[src/rtl/bus_arbiter.sv]
// Two-master round-robin arbiter for the cpu32e2 system bus slave port.
// Read returns are steered back to the issuing master via an in-order ID FIFO.
module bus_arbiter #(
    parameter int ADDR_WIDTH  = 32,
    parameter int DATA_WIDTH  = 32,
    parameter int MAX_PENDING = 4
) (
    input  logic                        clk,
    input  logic                        reset,
    input  logic [1:0]                  masterRead,
    input  logic [1:0]                  masterWrite,
    input  logic [2*ADDR_WIDTH-1:0]     masterAddress,
    input  logic [2*DATA_WIDTH-1:0]     masterWriteData,
    input  logic [2*(DATA_WIDTH/8)-1:0] masterByteEnable,
    output logic [1:0]                  masterWaitRequest,
    output logic [1:0]                  masterReadValid,
    output logic [DATA_WIDTH-1:0]       masterReadData,
    output logic                        slaveRead,
    output logic                        slaveWrite,
    output logic [ADDR_WIDTH-1:0]       slaveAddress,
    output logic [DATA_WIDTH-1:0]       slaveWriteData,
    output logic [DATA_WIDTH/8-1:0]     slaveByteEnable,
    input  logic                        slaveWaitRequest,
    input  logic                        slaveReadValid,
    input  logic [DATA_WIDTH-1:0]       slaveReadData,
    output logic                        protocolError
);

    localparam int BE_W  = DATA_WIDTH / 8;
    localparam int PTR_W = $clog2(MAX_PENDING);
    localparam int CNT_W = PTR_W + 1;

    typedef enum logic [1:0] {
        S_IDLE = 2'd0,
        S_OWN0 = 2'd1,
        S_OWN1 = 2'd2
    } state_t;

    state_t             r_state;
    state_t             w_state_nxt;
    logic               r_last;
    logic               r_fifo [MAX_PENDING];
    logic [PTR_W-1:0]   r_head;
    logic [PTR_W-1:0]   r_tail;
    logic [CNT_W-1:0]   r_count;
    logic               r_err;

    logic [1:0]         w_req;
    logic               w_granted;
    logic               w_sel;
    logic               w_rd_req;
    logic               w_wr_req;
    logic               w_full;
    logic               w_empty;
    logic               w_read_block;
    logic               w_slv_rd;
    logic               w_slv_wr;
    logic               w_accept;
    logic               w_push;
    logic               w_pop;
    logic               w_stall;
    logic               w_err_set;

    assign w_req     = masterRead | masterWrite;
    assign w_granted = (r_state != S_IDLE);
    assign w_sel     = (r_state == S_OWN1);
    assign w_rd_req  = masterRead[w_sel];
    assign w_wr_req  = masterWrite[w_sel];

    assign w_full  = (r_count == CNT_W'(MAX_PENDING));
    assign w_empty = (r_count == '0);

    // A return in the same cycle frees a slot, so a full FIFO can still take a read
    assign w_read_block = w_full & ~slaveReadValid;

    assign w_slv_wr = w_granted & w_wr_req;
    assign w_slv_rd = w_granted & w_rd_req & ~w_wr_req & ~w_read_block;
    assign w_accept = (w_slv_rd | w_slv_wr) & ~slaveWaitRequest;
    assign w_push   = w_accept & w_slv_rd;
    assign w_pop    = slaveReadValid & ~w_empty;

    assign w_stall   = slaveWaitRequest | (w_read_block & w_rd_req & ~w_wr_req);
    assign w_err_set = (w_granted & w_rd_req & w_wr_req)
                     | (slaveReadValid & w_empty);

    assign slaveRead  = w_slv_rd;
    assign slaveWrite = w_slv_wr;

    always_comb begin
        slaveAddress    = masterAddress[0 +: ADDR_WIDTH];
        slaveWriteData  = masterWriteData[0 +: DATA_WIDTH];
        slaveByteEnable = masterByteEnable[0 +: BE_W];
        if (w_sel) begin
            slaveAddress    = masterAddress[ADDR_WIDTH +: ADDR_WIDTH];
            slaveWriteData  = masterWriteData[DATA_WIDTH +: DATA_WIDTH];
            slaveByteEnable = masterByteEnable[BE_W +: BE_W];
        end
    end

    always_comb begin
        masterWaitRequest = w_req;
        if (w_granted) begin
            masterWaitRequest         = 2'b11;
            masterWaitRequest[w_sel]  = w_stall;
        end
    end

    always_comb begin
        masterReadValid = 2'b00;
        if (w_pop) begin
            masterReadValid = r_fifo[r_head] ? 2'b10 : 2'b01;
        end
    end

    assign masterReadData = slaveReadData;
    assign protocolError  = r_err;

    always_comb begin
        w_state_nxt = r_state;
        unique case (r_state)
            S_IDLE: begin
                if (w_req == 2'b11) begin
                    w_state_nxt = r_last ? S_OWN0 : S_OWN1;
                end else if (w_req[0]) begin
                    w_state_nxt = S_OWN0;
                end else if (w_req[1]) begin
                    w_state_nxt = S_OWN1;
                end
            end
            S_OWN0, S_OWN1: begin
                if (w_accept) begin
                    if (w_req[~w_sel]) begin
                        w_state_nxt = w_sel ? S_OWN0 : S_OWN1;
                    end else if (!w_req[w_sel]) begin
                        w_state_nxt = S_IDLE;
                    end
                end else if (w_req == 2'b00) begin
                    w_state_nxt = S_IDLE;
                end
            end
            default: w_state_nxt = S_IDLE;
        endcase
    end

    always_ff @(posedge clk or negedge reset) begin
        if (!reset) begin
            r_state <= S_IDLE;
            r_last  <= 1'b1;
            r_err   <= 1'b0;
        end else begin
            r_state <= w_state_nxt;
            if (w_accept) begin
                r_last <= w_sel;
            end
            if (w_err_set) begin
                r_err <= 1'b1;
            end
        end
    end

    always_ff @(posedge clk or negedge reset) begin
        if (!reset) begin
            r_head  <= '0;
            r_tail  <= '0;
            r_count <= '0;
            for (int i = 0; i < MAX_PENDING; i++) begin
                r_fifo[i] <= 1'b0;
            end
        end else begin
            if (w_push) begin
                r_fifo[r_tail] <= w_sel;
                r_tail         <= r_tail + PTR_W'(1);
            end
            if (w_pop) begin
                r_head <= r_head + PTR_W'(1);
            end
            if (w_push && !w_pop) begin
                r_count <= r_count + CNT_W'(1);
            end else if (w_pop && !w_push) begin
                r_count <= r_count - CNT_W'(1);
            end
        end
    end

endmodule

[config.mk]
export PLATFORM = sky130hd
export DESIGN_NAME = bus_arbiter
export DESIGN_NICKNAME = d
export VERILOG_FILES = /design/src/rtl/bus_arbiter.sv
export SDC_FILE = /design/constraint.sdc
export NUM_CORES = 1
export LEC_CHECK = 0
export CORE_AREA = 2 2 109 111
export DETAILED_ROUTE_END_ITERATION = 10
export DIE_AREA = 0 0 111 113
export SKIP_LAST_GASP = 1
export SYNTH_ARGS = -nofsm -noshare
export SYNTH_HDL_FRONTEND = slang
export SYNTH_SLANG_ARGS = --single-unit
[constraint.sdc]
create_clock -name clk -period 5.8 [get_ports clk]
set_input_delay 1.16 -clock clk [delete_from_list [all_inputs] [get_ports clk]]
set_output_delay 1.16 -clock clk [all_outputs]
set_load 0.05 [all_outputs]
# After elaboration in Yosys (flattened, before gate mapping)
# Index checks and enable logic that the tools add are counted.
[totals] register_bits=15 in_bits=176 output_inout_bits=107 wordCells=100
[op_classes] add_sub_neg=4 order_cmp=6 eq_ne=7 n_mux=34 bitwise=26 n_reduce_logical=13
[op_table] cell="32-bit 2-to-1 mux" n=2
[op_table] cell="2-bit 2-to-1 mux" n=12
[op_table] cell="1-bit AND" n=12
[op_table] cell="1-bit 2-to-1 mux" n=12
[op_table] cell="4-bit inequality test (second input constant)" n=2
[op_table] cell="3-bit greater-or-equal comparator (second input constant)" n=2
[op_table] cell="3-bit 2-to-1 mux" n=2
[op_table] cell="1-bit NOT" n=6
[op_table] cell="2-bit NOT with 3-bit output" n=2
[op_table] cell="2-bit by 1-bit adder with 2-bit output (second input constant)" n=2
[op_table] cell="4-bit bitwise mux" n=1
[op_table] cell="2-bit == test (second input constant)" n=2
[op_table] cell="1-bit logical AND" n=4
[op_table] cell="2-bit logical NOT" n=2
[op_table] cell="1-bit by 2-bit < comparator with 1-bit output (second input constant)" n=2
[op_table] cell="4-bit 2-to-1 mux" n=1
[op_table] cell="2-bit OR" n=2
[op_table] cell="2-bit case mux with 2 select lines" n=1
[op_table] cell="2-bit nonzero test" n=2
[op_table] cell="3-bit by 1-bit adder with 3-bit output (second input constant)" n=1
[op_table] cell="3-bit == test (second input constant)" n=1
[op_table] cell="3-bit logical NOT" n=1
[op_table] cell="3-bit by 1-bit < comparator with 1-bit output (second input constant)" n=1
[op_table] cell="3-bit inequality test (second input constant)" n=1
[op_table] cell="other kinds (11)" n=14

# Longest topological paths before layout
# Gate-level depths: netlist of run 1.
[logic_depth] word_depth=13 depth_mapped=11 ltp_nobuf=10

# Worst setup path after synthesis of run 1
# No wires, ideal clock.
[synth_path] path_kind="input-to-output" startpoint="in slaveReadValid" endpoint="out masterWaitRequest[1]" t_arrival_ps=2844 t_required_ps=4640 path_slack_ps=1796 path_stages=3 n_path_buf=0 path_cell_list="nor4b_1 a21oi_1 a22oi_1"
[synth_between] elab_chain_len=7
[synth_rtl] element="start: declaration" line_no="24" source="input logic slaveReadValid,"
[synth_rtl] element="1-bit NOT" line_no="74" source="assign w_read_block = w_full & ~slaveReadValid;"
[synth_rtl] element="1-bit AND" line_no="74"
[synth_rtl] element="1-bit AND (2 in a row)" line_no="82" source="assign w_stall = slaveWaitRequest | (w_read_block & w_rd_req & ~w_wr_req);"
[synth_rtl] element="1-bit OR" line_no="82"
[synth_rtl] element="2-bit OR (no source line)"
[synth_rtl] element="2-bit 2-to-1 mux" line_no="102" source="if (w_granted) begin"
[synth_rtl] element="end: declaration" line_no="15" source="output logic [1:0] masterWaitRequest,"
# Every way passes these cells.

# Worst setup path after layout of run 1
# Same ends and word-level chain as after synthesis.

==> results of run 1 <==
-- cell type report --
class | count | area, um^2
Clock inverter | 1 | 5.00
Multi-Input combinational cell | 143 | 1390
Timing Repair Buffer | 219 | 2190
Clock buffer | 3 | 75.1
Sequential cell | 15 | 377
Fill cell | 1142 | 7030
Tap cell | 143 | 179
Inverter | 7 | 26.3
-- synth_stat cells, types with 2 or more instances --
cell type   n  area, um^2
xnor2_1     3        26.3
mux2_2     72         811
dfrtp_1    14         350
mux2i_1     2        20.0
ha_1        8         100
nor2b_1     2        12.5
xor2_1      3        26.3
o21ai_0     3        15.0
nor2_1     11        41.3
buf_2       3        15.0
clkbuf_1    5        18.8
a22oi_1     2        15.0
nor4b_1     2        17.5
inv_1       7        26.3
buf_4      32         240
nand2_1     7        26.3
buf_1       2        7.51
o211ai_1    2        15.0
a21oi_1     2        10.0
mux2_1      4        45.0
-- power by group --
group          internal, mW  leakage [nW]  switching, mW  total, mW
clock                0.0921        0.0409         0.0438      0.136
combinational         0.697          1.38           1.00       1.70
sequential            0.155         0.179         0.0427      0.198
total                 0.944          1.60           1.09       2.03
-- per-stage QoR --
stage	instances	util (%)	total power [mW]
2_1_floorplan	207	-	1.43
3_3_place_gp	527	36.9	1.89
3_5_place_dp	527	36.9	1.91
4_1_cts	531	37.6	2.05
5_1_grt	531	37.6	2.13
6_report	531	37.6	2.03
-- worst reg2reg max path: stages, from the launching register on --
cell      delay [ns]
dfrtp_1         0.37
inv_1           0.15
ha_4            0.53
nand3b_1        0.30
a211oi_4        0.50
ha_1            0.26
inv_1           0.06
fa_1            0.37
xor2_1          0.17
nor2_1          0.11
xor2_1          0.15
-- per-layer routing --
metal | vias to the layer above | routed length, um | global-route usage (%)
met4 | 0 | 97 | 2.08
met2 | 106 | 4240 | 23.1
met1 | 1089 | 3210 | 13.9
met3 | 16 | 494 | 2.20
met5 | - | 0 | 0
li1 | 1065 | - | -
-- kinds of logic after synthesis --
| kind of cell | Yosys count |
|---|---|
| AO/OA/AOI/OAI | 20 |
| multiplexers | 79 |
| AND/OR/NAND/NOR | 29 |
| XOR/XNOR | 6 |
| buffers and inverters | 49 |
| adder cells (fa/ha/maj) | 9 |
| flip-flops | 15 |
-- path summary, 6_finish.rpt --
check,slack [ns],startpoint,end,cells after the start
setup reg to reg,2.76,r_state[0],r_count[2],10
min in group asynchronous,1.34,reset,protocolError,1
max in group asynchronous,4.02,reset,r_tail[1],1
hold / removal,0.48,r_head[1],r_head[1],1
setup / recovery,0.96,slaveReadValid,masterWaitRequest[1],5
hold reg to reg,0.48,r_head[1],r_head[1],1
-- registers in the layout (all words and copies together) (netlist names) --
signal,flops
r_fifo,4
r_state,2
r_tail,2
r_last,1
r_count,3
protocolError,1
r_head,2
==> results.sh, run 1 <==
export IMPL_synth_async_reset_ratio_pct=100
export IMPL_ys_seq_area_share_pct=18.3
export IMPL_synth_ff_latch_count=15
export IMPL_slowest_delay_ns=0.84
export IMPL_cts_buffers=3
export IMPL_cts_setup_buffers=0
export IMPL_finalSetupTns_ns=0
export IMPL_syn_inst=207
export IMPL_ys_types=41
export IMPL_dpl_cell_area_mm2=0.00416
export IMPL_finalSetupViolCount=0
export IMPL_hp_class="reg2reg"
export IMPL_numPortBuffers=218
export IMPL_critPathKind="in2out"
export IMPL_layout_commonest_cell="clkdlybuf4s50_1"
export IMPL_synth_xor_area_share_pct=2.55
export IMPL_fin_area_mm2=0.00424
export IMPL_place_ws_ns=1.01
export IMPL_path_clk_slew_ns=0.05
export IMPL_die_area_mm2=0.0125
export IMPL_cts_htree_levels=1
export IMPL_cts_root_buffer="clkbuf_16"
export IMPL_synth_edff_count=0
export IMPL_slew_headroom_pct=36.4
export IMPL_path_delay_family="buffers and inverters"
export IMPL_dp_hpwl_um=6720
export IMPL_fmax_mhz=206
export IMPL_io_pins=283
export IMPL_tightest_slew_ns=0.941
export IMPL_grt_max_degree=44
export IMPL_yosysWarnings=0
export IMPL_gp_congestion=0.829
export IMPL_peakVddDrop_mv=0.250
export IMPL_antenna_left=0
export IMPL_hold_viol=0
export IMPL_antenna_found_initial=0
export IMPL_finalClockSkew_ns=0.00313
export IMPL_drt_iter0_drc=33
export IMPL_synth_compound_area_share_pct=7.83
export IMPL_start_util_pct=18.3
export IMPL_clk_latency_ns=0.25
export IMPL_cp_num_buf_inv=2
export IMPL_status="complete, no violations"
export IMPL_cts_buffer_depth=2
export IMPL_period_share_pct=83.5
export IMPL_synth_nets=392
export IMPL_rsz0062_at_grt="no"
export IMPL_synthFlopType="dfrtp_1"
export IMPL_synth_simple_area_share_pct=7.04
export IMPL_drc_errors=0
export IMPL_grt_util_all_layers_pct=12.0
export IMPL_finalWorstSetupSlack_ns=0.957
export IMPL_whs_ns=0.475
export IMPL_wl_per_cell_um=15.1
export IMPL_synth_mux_area_fraction_pct=43.6
export IMPL_period_minus_slack_ns=4.84
export IMPL_cap_violations=0
export IMPL_start_kind="input pin"
export IMPL_cp_end_kind="output port"
export IMPL_finalMaxSlewViolations=0
export IMPL_cts_sinks=15
export IMPL_synth_top_family_by_area="multiplexers"
export IMPL_postCtsResizedCells=0
export IMPL_path_max_fanout=4
export IMPL_grt_overflow=0
export IMPL_synthAdderAreaFrac_pct=5.83
export IMPL_via_per_inst=4.29
export IMPL_power_density_mw_per_mm2=480
export IMPL_syn_area_mm2=0.00206
export IMPL_syn_avg_cell_area_um2=9.96
export IMPL_cp_required_ns=4.64
export IMPL_num_vias=2276
export IMPL_final_layout_size_suffix_gt1_share_pct=21.6
export IMPL_syn2layout_area_growth_pct=106
export IMPL_holdBufCountCts=0
export IMPL_finalWirelength_um=8040
export IMPL_fp_dieW_um=111
export IMPL_nets=574
export IMPL_grt_pass1_wl_um=12400
export IMPL_first_pass_iters=4
export IMPL_grt_pass1_vias=2370
export IMPL_die_y_um=113
export IMPL_final_cell_mix="218 x clkdlybuf4s50_1, 72 x mux2_2, 14 x dfrtp_1"
export IMPL_placementRows=39
export IMPL_crit_path_frequent_cell="clkdlybuf4s50_1"
export IMPL_tritoncts="yes"
export IMPL_crit_path_cell_trace="clkdlybuf4s50_1 > nor4b_1 > a21oi_1 > a22oi_1 > clkdlybuf4s50_1"
export IMPL_cp_slowest_cell="clkdlybuf4s50_1"
export IMPL_n_antenna_cell=0
export IMPL_coreArea_mm2=0.0113
export IMPL_critPathArrivalTime_ns=3.68
export IMPL_p_leak_nw=1.60
No activity file was read; power rests on OpenSTA's default activity.
==> inputs of run 2 (changes only) <==
==> constraint.sdc (replaced) <==
create_clock -name clk -period 5.05 [get_ports clk]
set_input_delay 1.01 -clock clk [delete_from_list [all_inputs] [get_ports clk]]
set_output_delay 1.01 -clock clk [all_outputs]
set_load 0.05 [all_outputs]
==> run 2 against run 1 <==
Net effect: first-iteration DRC count is 24% higher; critical path depth is 1 higher; non-clock buffer count is 1 higher; clock skew up 0.0010 ns; cell area up 0.18%; cell count rose by 0.19%.
==> results.sh, run 2 (synthesis results as in run 1) <==
export IMPL_status="complete, no violations"
export IMPL_wl_met1_um=3080
export IMPL_via_per_inst=4.21
export IMPL_fin_area_mm2=0.00425
export IMPL_antenna_left=0
export IMPL_coreArea_mm2=0.0113
export IMPL_die_area_mm2=0.0125
export IMPL_n_antenna_cell=0
export IMPL_cap_violations=0
export IMPL_fp_dieW_um=111
export IMPL_first_pass_iters=4
export IMPL_total_power_mw=2.33
export IMPL_cts_setup_buffers=0
export IMPL_finalSetupTns_ns=0
export IMPL_grt_overflow=0
export IMPL_cts_buffers=3
export IMPL_route_met3_wl_um=560
export IMPL_drc_errors=0
export IMPL_wl_met2_um=4220
export IMPL_clk_latency_ns=0.24
export IMPL_top_regs="r_fifo x4, r_count x3"
export IMPL_cp_required_ns=4.04
export IMPL_num_vias=2239
export IMPL_wl_per_cell_um=14.9
export IMPL_cts_htree_levels=1
export IMPL_finalMaxSlewViolations=0
export IMPL_power_density_mw_per_mm2=549
export IMPL_finalWorstSetupSlack_ns=0.771
export IMPL_start_kind="input pin"
export IMPL_dpl_cell_area_mm2=0.00417
export IMPL_rsz0062_at_grt="no"
export IMPL_start_util_pct=18.3
export IMPL_gp_congestion=0.801
export IMPL_drt_iter0_drc=41
export IMPL_grt_util_all_layers_pct=11.7
export IMPL_nets=575
export IMPL_cts_buffer_depth=2
export IMPL_period_minus_slack_ns=4.28
export IMPL_cp_end_kind="output port"
export IMPL_numPortBuffers=218
export IMPL_largest_register_ffs=4
export IMPL_final_layout_size_suffix_gt1_share_pct=21.9
export IMPL_path_max_fanout=7
export IMPL_critPathKind="in2out"
export IMPL_antenna_found_initial=0
export IMPL_cts_sinks=15
export IMPL_largest_register="r_fifo"
export IMPL_postCtsResizedCells=0
export IMPL_finalClockSkew_ns=0.00417
export IMPL_cts_root_buffer="clkbuf_16"
export IMPL_dp_hpwl_um=6770
export IMPL_finalSetupViolCount=0
export IMPL_p_leak_nw=1.61
export IMPL_rr_worst_depth=10
export IMPL_tritoncts="yes"
export IMPL_path_clk_slew_ns=0.05
export IMPL_placementRows=39
export IMPL_highest_layer="met4"
export IMPL_min_delay_path_depth=1
export IMPL_place_ws_ns=0.794
export IMPL_nFillCells=1140
export IMPL_grt_max_degree=45
export IMPL_fmax_mhz=234
export IMPL_critPathArrivalTime_ns=3.27
export IMPL_grt_pass1_vias=2311
export IMPL_peakVddDrop_mv=0.493
export IMPL_syn2layout_area_growth_pct=106
export IMPL_hold_viol=0
export IMPL_period_share_pct=84.7
export IMPL_layout_commonest_cell="clkdlybuf4s50_1"
export IMPL_holdBufCountCts=0
export IMPL_final_cell_count_no_fill=532
export IMPL_finalWirelength_um=7930
export IMPL_placed_cells=528
export IMPL_hp_class="reg2reg"
export IMPL_grt_pass1_wl_um=12200
export IMPL_final_cell_mix="218 x clkdlybuf4s50_1, 72 x mux2_2, 14 x dfrtp_1"
export IMPL_tightest_slew_ns=0.638
export IMPL_die_y_um=113
export IMPL_slew_headroom_pct=57.3
export IMPL_io_pins=283
[run 2: cell count changes in the layout (fill, tap and decap cells not counted), sizes merged]
cell and change:
buf +1
[run 2: per-layer routing]
metal / vias to the layer above / global-route usage, %
met1: 1041 / 13.7
li1: 1073 / -
met2: 113 / 22.6
met5: - / 0
met4: 0 / 1.58
met3: 12 / 2.20
[run 2: metrics by stage]
stage               utilization [%]  hold slack (ns)
detailed placement             37.0            0.468
global route                   37.7            0.506
finish                         37.7            0.484
CTS                            37.7            0.488
floorplan                         -            0.450
global placement               37.0            0.466
[run 2: final cells by class]
cell class | count | area, um^2 | share of cell area (%)
Clock inverter | 1 | 5.00 | 0.118
Clock buffer | 3 | 75.1 | 1.77
Timing Repair Buffer | 220 | 2200 | 51.7
Tap cell | 143 | 179 | 4.21
Sequential cell | 15 | 377 | 8.86
Inverter | 7 | 26.3 | 0.618
Multi-Input combinational cell | 143 | 1390 | 32.7
[run 2: worst paths after layout]
path                                    start                   end  slack [ns]
worst min register to register      r_head[1]             r_head[1]        0.48
worst max-delay path            masterRead[0]  masterWaitRequest[1]        0.77
worst min-delay path                r_head[1]             r_head[1]        0.48
min in group asynchronous               reset            r_count[0]        1.16
max in group asynchronous               reset            r_state[0]        3.47
worst max register to register     r_state[0]            r_count[2]        2.03
[run 2: worst max-delay path, cell delays in order]
cell	delay, ns
clkdlybuf4s50_1	0.59
or3b_4	0.45
nand2_1	0.09
a21oi_1	0.09
a22oi_1	0.21
clkdlybuf4s50_1	0.84
[run 2: power breakdown]
group	internal (mW)	total (mW)	switching, mW
clock network	0.106	0.153	0.0478
registers	0.178	0.227	0.0489
logic	0.804	1.95	1.15
total	1.09	2.33	1.24
